<file path="src/rtl/s38584_pkg.sv">
// Shared definitions for the s38584 read-select block: mode encodings, the
// pipeline stage entry and the saturating error-count helper.
package s38584_pkg;

  localparam logic [1:0] RD_DEC = 2'd0;
  localparam logic [1:0] RD_BYP = 2'd1;
  localparam logic [1:0] RD_OR  = 2'd2;
  localparam logic [1:0] RD_RSV = 2'd3;

  // Widest channel word a stage can carry; narrower DW uses the low bits.
  localparam int DW_MAX = 64;

  typedef struct packed {
    logic              valid;
    logic [DW_MAX-1:0] data;
    logic              hit;
    logic              err;
  } rd_entry_t;

  function automatic logic [7:0] sat_inc8(input logic [7:0] v);
    return (v == 8'hFF) ? v : v + 8'd1;
  endfunction

endpackage

</file>
<file path="src/rtl/s38584_rdsel_dec.sv">
// Combinational request decode: address/tag match, channel select, bypass
// and OR-of-enabled-channels, producing one stage entry.
module s38584_rdsel_dec
  import s38584_pkg::*;
#(
  parameter int NCH  = 16,
  parameter int DW   = 1,
  parameter int AW   = 8,
  parameter int BASE = 0
) (
  input  logic               i_valid,
  input  logic [AW-1:0]      i_addr,
  input  logic [1:0]         i_mode,
  input  logic [NCH*DW-1:0]  i_chan_d,
  input  logic [NCH-1:0]     i_chan_en,
  input  logic [DW-1:0]      i_bypass_d,
  input  logic [DW-1:0]      i_dflt_d,
  output rd_entry_t          o_ent
);

  localparam int IW = $clog2(NCH);
  localparam int TW = AW - IW;
  localparam logic [TW-1:0] TAG = TW'(BASE);

  logic [IW-1:0] w_idx;
  logic          w_tag_hit;
  logic [DW-1:0] w_chan   [NCH];
  logic [DW-1:0] w_masked [NCH];
  logic [DW-1:0] w_or_all;

  assign w_idx     = i_addr[IW-1:0];
  assign w_tag_hit = (i_addr[AW-1:IW] == TAG);

  genvar gi;
  generate
    for (gi = 0; gi < NCH; gi++) begin : g_chan
      assign w_chan[gi]   = i_chan_d[gi*DW +: DW];
      assign w_masked[gi] = i_chan_en[gi] ? w_chan[gi] : '0;
    end
  endgenerate

  always_comb begin
    w_or_all = '0;
    for (int i = 0; i < NCH; i++) begin
      w_or_all = w_or_all | w_masked[i];
    end
  end

  // The reserved mode falls through to the decoded read.
  always_comb begin
    o_ent       = '0;
    o_ent.valid = i_valid;
    case (i_mode)
      RD_BYP: o_ent.data[DW-1:0] = i_bypass_d;
      RD_OR:  o_ent.data[DW-1:0] = w_or_all;
      default: begin
        if (!w_tag_hit) begin
          o_ent.data[DW-1:0] = i_dflt_d;
        end else if (!i_chan_en[w_idx]) begin
          o_ent.data[DW-1:0] = i_dflt_d;
          o_ent.hit          = 1'b1;
          o_ent.err          = 1'b1;
        end else begin
          o_ent.data[DW-1:0] = w_chan[w_idx];
          o_ent.hit          = 1'b1;
        end
      end
    endcase
  end

endmodule

</file>
<file path="src/rtl/s38584_rdsel.sv">
// Read-select top: decodes a request in its acceptance cycle, carries it
// through 1+PIPE elastic stages and keeps a saturating error count.
module s38584_rdsel
  import s38584_pkg::*;
#(
  parameter int NCH  = 16,
  parameter int DW   = 1,
  parameter int AW   = 8,
  parameter int BASE = 0,
  parameter int PIPE = 0
) (
  input  logic               CK,
  input  logic               RST,
  input  logic               req_valid,
  output logic               req_ready,
  input  logic [AW-1:0]      req_addr,
  input  logic [1:0]         req_mode,
  input  logic [NCH*DW-1:0]  chan_d,
  input  logic [NCH-1:0]     chan_en,
  input  logic [DW-1:0]      bypass_d,
  input  logic [DW-1:0]      dflt_d,
  output logic               rsp_valid,
  input  logic               rsp_ready,
  output logic [DW-1:0]      rsp_data,
  output logic               rsp_hit,
  output logic               rsp_err,
  output logic [7:0]         err_cnt
);

  localparam int NS = 1 + PIPE;

  rd_entry_t   w_dec;
  rd_entry_t   w_up  [NS];
  rd_entry_t   r_stg [NS];
  logic [NS-1:0] w_acc;
  logic [NS-1:0] w_load;
  logic        r_rdy_en;
  logic [7:0]  r_err_cnt;
  logic        w_rsp_fire;

  s38584_rdsel_dec #(
    .NCH  (NCH),
    .DW   (DW),
    .AW   (AW),
    .BASE (BASE)
  ) u_dec (
    .i_valid    (req_valid),
    .i_addr     (req_addr),
    .i_mode     (req_mode),
    .i_chan_d   (chan_d),
    .i_chan_en  (chan_en),
    .i_bypass_d (bypass_d),
    .i_dflt_d   (dflt_d),
    .o_ent      (w_dec)
  );

  // A stage can take a new entry when it is empty or its entry moves on.
  always_comb begin
    w_acc         = '0;
    w_acc[NS-1]   = !r_stg[NS-1].valid || rsp_ready;
    for (int s = NS - 2; s >= 0; s--) begin
      w_acc[s] = !r_stg[s].valid || w_acc[s+1];
    end
  end

  genvar gi;
  generate
    for (gi = 0; gi < NS; gi++) begin : g_stage
      if (gi == 0) begin : g_head
        assign w_up[gi]   = w_dec;
        assign w_load[gi] = w_acc[gi] && r_rdy_en;
      end else begin : g_body
        assign w_up[gi]   = r_stg[gi-1];
        assign w_load[gi] = w_acc[gi];
      end
    end
  endgenerate

  assign w_rsp_fire = r_stg[NS-1].valid && rsp_ready;

  // Payload only moves with a valid entry, so a bubble leaves stage data untouched.
  always_ff @(posedge CK) begin
    if (RST) begin
      for (int s = 0; s < NS; s++) begin
        r_stg[s] <= '0;
      end
      r_rdy_en  <= 1'b0;
      r_err_cnt <= '0;
    end else begin
      r_rdy_en <= 1'b1;
      for (int s = 0; s < NS; s++) begin
        if (w_load[s]) begin
          r_stg[s].valid <= w_up[s].valid;
          if (w_up[s].valid) begin
            r_stg[s].data <= w_up[s].data;
            r_stg[s].hit  <= w_up[s].hit;
            r_stg[s].err  <= w_up[s].err;
          end
        end
      end
      if (w_rsp_fire && r_stg[NS-1].err) begin
        r_err_cnt <= sat_inc8(r_err_cnt);
      end
    end
  end

  assign req_ready = w_acc[0] && r_rdy_en;
  assign rsp_valid = r_stg[NS-1].valid;
  assign rsp_data  = r_stg[NS-1].data[DW-1:0];
  assign rsp_hit   = r_stg[NS-1].hit;
  assign rsp_err   = r_stg[NS-1].err;
  assign err_cnt   = r_err_cnt;

endmodule

</file>
<file path="config.mk">
export PLATFORM = sky130hd
export DESIGN_NAME = s38584_rdsel
export DESIGN_NICKNAME = d
export VERILOG_FILES = /design/src/rtl/s38584_pkg.sv /design/src/rtl/s38584_rdsel_dec.sv /design/src/rtl/s38584_rdsel.sv
export SDC_FILE = /design/constraint.sdc
export NUM_CORES = 1
export LEC_CHECK = 0
export BUFFER_PORTS_ARGS = -buffer_cell sky130_fd_sc_hd__buf_4
export CORE_AREA = 2 2 46 59
export DETAILED_ROUTE_END_ITERATION = 8
export DIE_AREA = 0 0 48 61
export GPL_TIMING_DRIVEN = 0
export PLACE_DENSITY = 0.78
export SKIP_LAST_GASP = 1
export SLEW_MARGIN = 40
export SYNTH_ARGS = -nofsm -noshare
export SYNTH_HDL_FRONTEND = slang
export SYNTH_SLANG_ARGS = --single-unit
export TNS_END_PERCENT = 10
</file>
<file path="constraint.sdc">
create_clock -name CK -period 3.1 [get_ports CK]
set_input_delay 0.31 -clock CK [delete_from_list [all_inputs] [get_ports CK]]
set_output_delay 0.31 -clock CK [all_outputs]
set_load 0.01 [all_outputs]
</file>
### Yosys cells after proc, flatten, opt, wreduce, memory -nomap -nowiden

Memories as Yosys holds them, arrays and structs flattened.
Index checks and enable logic that the tools add are counted.

| word-level totals | value |
|---|---|
| word-level logic and storage cells | 74 |
| flip-flop bits (word level) | 9 |
| ROM bits | 0 |
| latch bits | 0 |
| bits in writable memories | 4 |
| memories | 1 |
| input port bits | 48 |

| cells by class | value |
|---|---|
| multiplexer cells | 39 |
| add/sub/neg operators | 1 |
| order comparisons | 2 |
| reduce and logical (&&, ||, !) cells | 9 |
| shifts and indexed selects | 0 |
| div/mod/pow operators | 0 |
| eq/ne operators | 3 |
| bitwise gates (word level) | 17 |
| multipliers | 0 |

Memories:

| name | words | width | rd ports | clocked after Yosys merged registers in | wr ports | line | RTL |
|---|---|---|---|---|---|---|---|
| r_stg | 1 | 4 | 1 | 0 | 4 | s38584_rdsel.sv:34 | `rd_entry_t r_stg [NS];` |

Operators by type and width:

| kind | number |
|---|---|
| $mux 1 | 31 |
| $or 1x1->1 | 15 |
| $add 8x1->8 const B | 1 |
| $bmux 1 s4 | 2 |
| $eq 8x8->1 const B | 1 |
| $mux 2 | 4 |
| $ge 5x5->1 const B | 1 |
| $lt 4x5->1 const B | 1 |
| $not 4->5 | 1 |
| $logic_not 4->1 | 1 |
| $mux 4 | 1 |
| $reduce_or 4->1 | 1 |
| $logic_and 1x1->1 | 3 |
| $eq 2x1->1 const B | 1 |
| $eq 2x2->1 const B | 1 |
| $pmux 1 s2 | 1 |
| $reduce_and 2->1 | 1 |
| $reduce_or 2->1 | 1 |
| $logic_not 1->1 | 1 |
| $logic_or 1x1->1 | 1 |
| $not 1->1 | 1 |

### Longest topological paths before layout

| logic depth | value |
|---|---|
| depth in word-level cells | 17 |
| depth in mapped cells | 7 |
| depth with buffers taken out | 7 |

### By module

Synthesis repeated with hierarchy kept, for this count alone.

| second synthesis, totals | value |
|---|---|
| cell total of the unflattened synthesis | 160 |
| area, all modules | 1544.0 um^2 |

Modules (own cells, without submodules):

| module | cells each | instances | area an instance (um^2) |
|---|---|---|---|
| s38584_rdsel_dec | 96 | 1 | 892.1 |
| s38584_rdsel | 64 | 1 | 651.9 |

### Worst setup path after synthesis

No wires, ideal clock.

| path | value |
|---|---|
| kind | in2reg |
| from | input port req_addr[1] |
| to | memory r_stg[0][2] (netlist bit) (data pin) |
| data required time | 2.839 ns |
| library setup time | 0.261 ns |
| slack | 1.209 ns |
| arrival time | 1.630 ns |
| stages | 6 |
| path buffers | 1 |
| cell sequence | buf_6 mux4_1 mux2_2 nand2_1 o21ai_1 a311o_1 |

RTL lines:

| item | line | RTL |
|---|---|---|
| from (decl) | s38584_rdsel.sv:16 | `input logic [AW-1:0] req_addr,` |
| to (decl) | s38584_rdsel.sv:34 |  |

### Worst setup path after layout

| path | value |
|---|---|
| from | register r_err_cnt[0] (netlist: err_cnt[0]) |
| to | register r_err_cnt[7] (netlist: err_cnt[7]) |

| on the way | value |
|---|---|
| longest elaborated chain between the ends | 3 |

Ends and longest elaborated chain:

| item | line | RTL |
|---|---|---|
| from (decl) | s38584_rdsel.sv:38 | `logic [7:0] r_err_cnt;` |
| from (signal assigned) | s38584_rdsel.sv:102 | `r_err_cnt <= sat_inc8(r_err_cnt);` |
| branches (longest 3 deep; another with $add 8x1->8) | -- |  |

Parallel ways; which one is timed is not known.
A chain may end at the register's enable or synchronous reset.

==> run_results.csv <==
group,metric,value,unit
cts,cts_hold_buf,0,
cts,tritoncts,"done",
drt,via_count,1028,
global_route,grtUsageMet3,2.98,%
place,hpwl,2200,µm
cts,cts_root_buf,"clkbuf_4",
place,gp_congestion,0.835,
final_layout,final_cell_mix,"buf_4, dfxtp_1, nor2_1",
power,cellPowerDensity,276,mW/mm²
global_route,grt_pass1_wl,3660,µm
drt,antenna_left,0,
drt,routed_via_density,5.62,
synthesis,ys_top_cells_by_area,"dfxtp_1, edfxtp_1, mux4_1, mux4_2, ha_1",
final_layout,antennaDiodeCount,0,
critical_path,crit_chain,"ha_1 > nand3_1 > o2111a_1 > nand4_1 > or3_1 > a21oi_1",
synthesis,synth-simple-area-share,13.9,%
synthesis,yosysWarnings,0,
floorplan,initial_core_util,40.1,%
final_layout,n_fill_cell,211,
timing,finalClockSkew,0.000748,ns
critical_path,end_kind,"register",
place,dp_slack,1.09,ns
cts,ctsResizeCount,0,
drt,drc,0,
drt,wl,2510,µm
critical_path,arrival,1.98,ns
timing,period_needed,1.78,ns
synthesis,synth-adder-area-share,3.94,%
timing,finalCritPeriodShare,57.3,%
timing,drv_slew,0,
global_route,grt_start_max_net_pins,11,
synthesis,synthXorXnorAreaFrac,4.60,%
job,max_cap_violations,0,
floorplan,io_pins,61,
timing,rsz0062_at_grt,"no",
cts,clock-sinks,13,
critical_path,critical_path_class,"register to register",
synthesis,synth-compound-area-share,16.4,%
global_route,grt-busiest-layer,"met2",
final_layout,drive_gt1_share,46.0,%
floorplan,dieArea,0.00293,mm²
synthesis,ys_seq_area_share,31.5,%
critical_path,cpPeakStageDelay,0.37,ns
global_route,grt_overflow_total,0,
cts,clock_latency,0.27,ns
timing,clock.fmax,563,MHz
global_route,grt_pass1_vias,955,
drt,drtIter0Drc,14,
critical_path,required,3.30,ns
timing,setup-violations-final,0,
global_route,gr-usage-all-layers,17.8,%
drt,wl_per_cell,13.7,µm
timing,setup_ws,1.32,ns
place,dp.cells,179,
cts,clockBufferDepth,2,
final_layout,final_common_cell,"buf_4",
timing,maxSlewHeadroom,73.7,%
critical_path,worstSetupStartpointType,"register",
floorplan,core_region_area,0.00238,mm²
synthesis,synth_top_family_by_area,"multiplexers",
timing,worst_pin_slew,0.395,ns
floorplan,fp.dieW,48,µm
synthesis,synth_cell_type_count,33,
power,peakVddDrop,0.154,mV
global_route,use_met1,17.9,%
global_route,globalRouteMet2Util,32.8,%
final_layout,syn2layout_area_growth,52.8,%
synthesis,yosys.area.top_type,"dfxtp_1",
cts,cts-htree-levels,1,
drt,drtPass1Iterations,4,
synthesis,yosys.area.top_type_share,18.9,%
global_route,antenna_found_initial,0,
run_status,outcome,"finished clean",
floorplan,die_height,61,µm
synthesis,ys_seq_elements,13,
critical_path,path_max_fanout,5,
synthesis,synth_mux_area_share,24.8,%
cts,post_cts_buffers,0,
synthesis,syn_inst,88,
timing,final_hold_viol_count,0,
cts,path_clk_slew,0.08,ns
final_layout,finalNonFillerCells,183,
min_path,min_path_type,"primary input to register",
cts,numCtsBuffers,3,
floorplan,num_rows,20,
place,io_buffers,58,
power,cellLeakagePower,0.000673,µW
synthesis,synth_nets,139,
critical_path,cp_slowest_cell,"or3_1",
final_layout,nNetsFinal,202,
timing,finalSetupTns,0,ns
synthesis,syn_avg_cell_area,10.8,µm²
synthesis,synth_area,952,µm²
timing,timing.hold.ws,0.208,ns
==> path summary, 6_finish.rpt <==
kind / slack, ns / cells past startpoint / from / to
max: 1.32 / 6 / err_cnt[0] / err_cnt[7]
min: 0.21 / 2 / RST / r_rdy_en
max reg2reg: 1.32 / 6 / err_cnt[0] / err_cnt[7]
min reg2reg: 0.51 / 2 / err_cnt[7] / err_cnt[7]
==> registers in the layout (all words and copies together) (netlist names) <==
name	flops
r_stg	4
r_rdy_en	1
err_cnt	8
==> cell usage after synthesis <==
| library cell | instances |
|---|---|
| inv_1 | 5 |
| xnor2_1 | 1 |
| nand3_1 | 3 |
| xor2_1 | 4 |
| and3_1 | 2 |
| o21ai_1 | 1 |
| mux4_2 | 4 |
| a22oi_1 | 1 |
| buf_6 | 2 |
| or3_1 | 2 |
| nand4_1 | 4 |
| dfxtp_1 | 9 |
| a21boi_0 | 1 |
| mux2i_1 | 3 |
| nor4_1 | 1 |
| ha_1 | 3 |
| a211oi_1 | 1 |
| mux2_2 | 1 |
| o21ai_0 | 2 |
| o2111a_1 | 1 |
| a221oi_1 | 4 |
| a21o_1 | 1 |
| edfxtp_1 | 4 |
| clkbuf_1 | 1 |
| nand2_1 | 4 |
| nor3b_1 | 1 |
| mux4_1 | 4 |
| nor2b_1 | 1 |
| a311o_1 | 1 |
| nor2_1 | 7 |
| a22o_1 | 4 |
| or2_2 | 1 |
| a21oi_1 | 4 |
==> report_power, final <==
group | switching, µW | internal (µW) | total [µW]
Sequential | 2.13 | 180 | 182
Clock | 51.2 | 49.7 | 101
Combinational | 43.1 | 75.6 | 119
==> through the flow <==
stage	utilization (%)	total power [µW]	cell area [µm²]
floorplan	-	238	952
global placement	60.1	302	1430
detailed placement	60.1	304	1430
CTS	61.2	407	1460
global route	61.2	425	1460
finish	61.2	401	1460
==> cells by family (layout without fill, tap and decap cells) <==
kind of cell,Yosys count,in the layout
AO/OA/AOI/OAI,21,21
XOR/XNOR,5,5
adder cells (fa/ha/maj),3,3
buffers and inverters,8,70
flip-flops,13,13
multiplexers,12,12
AND/OR/NAND/NOR,26,26
==> layout make-up <==
type	instances	area, µm²	area share [%]
plain buffers	3	26.3	1.81
clock buffers	4	26.3	1.81
inverters	5	18.8	1.29
multi-input cells	67	607	41.7
flip-flops and latches	13	300	20.6
well taps	33	41.3	2.84
repair buffers	58	435	29.9
==> routing by layer <==
| metal | routed length (µm) | share of wire (%) |
|---|---|---|
| met5 | 0 | 0 |
| met4 | 45 | 1.8 |
| met3 | 243 | 9.7 |
| met2 | 1380 | 55 |
| met1 | 842 | 34 |
==> critical path, delay by kind of cell (launching register included) <==
family	cells	cell delay (ns)
compound gates	2	0.43
fa+ha+maj	1	0.24
flops	1	0.35
simple gates	3	0.71
No activity file was read; power rests on OpenSTA's default activity.
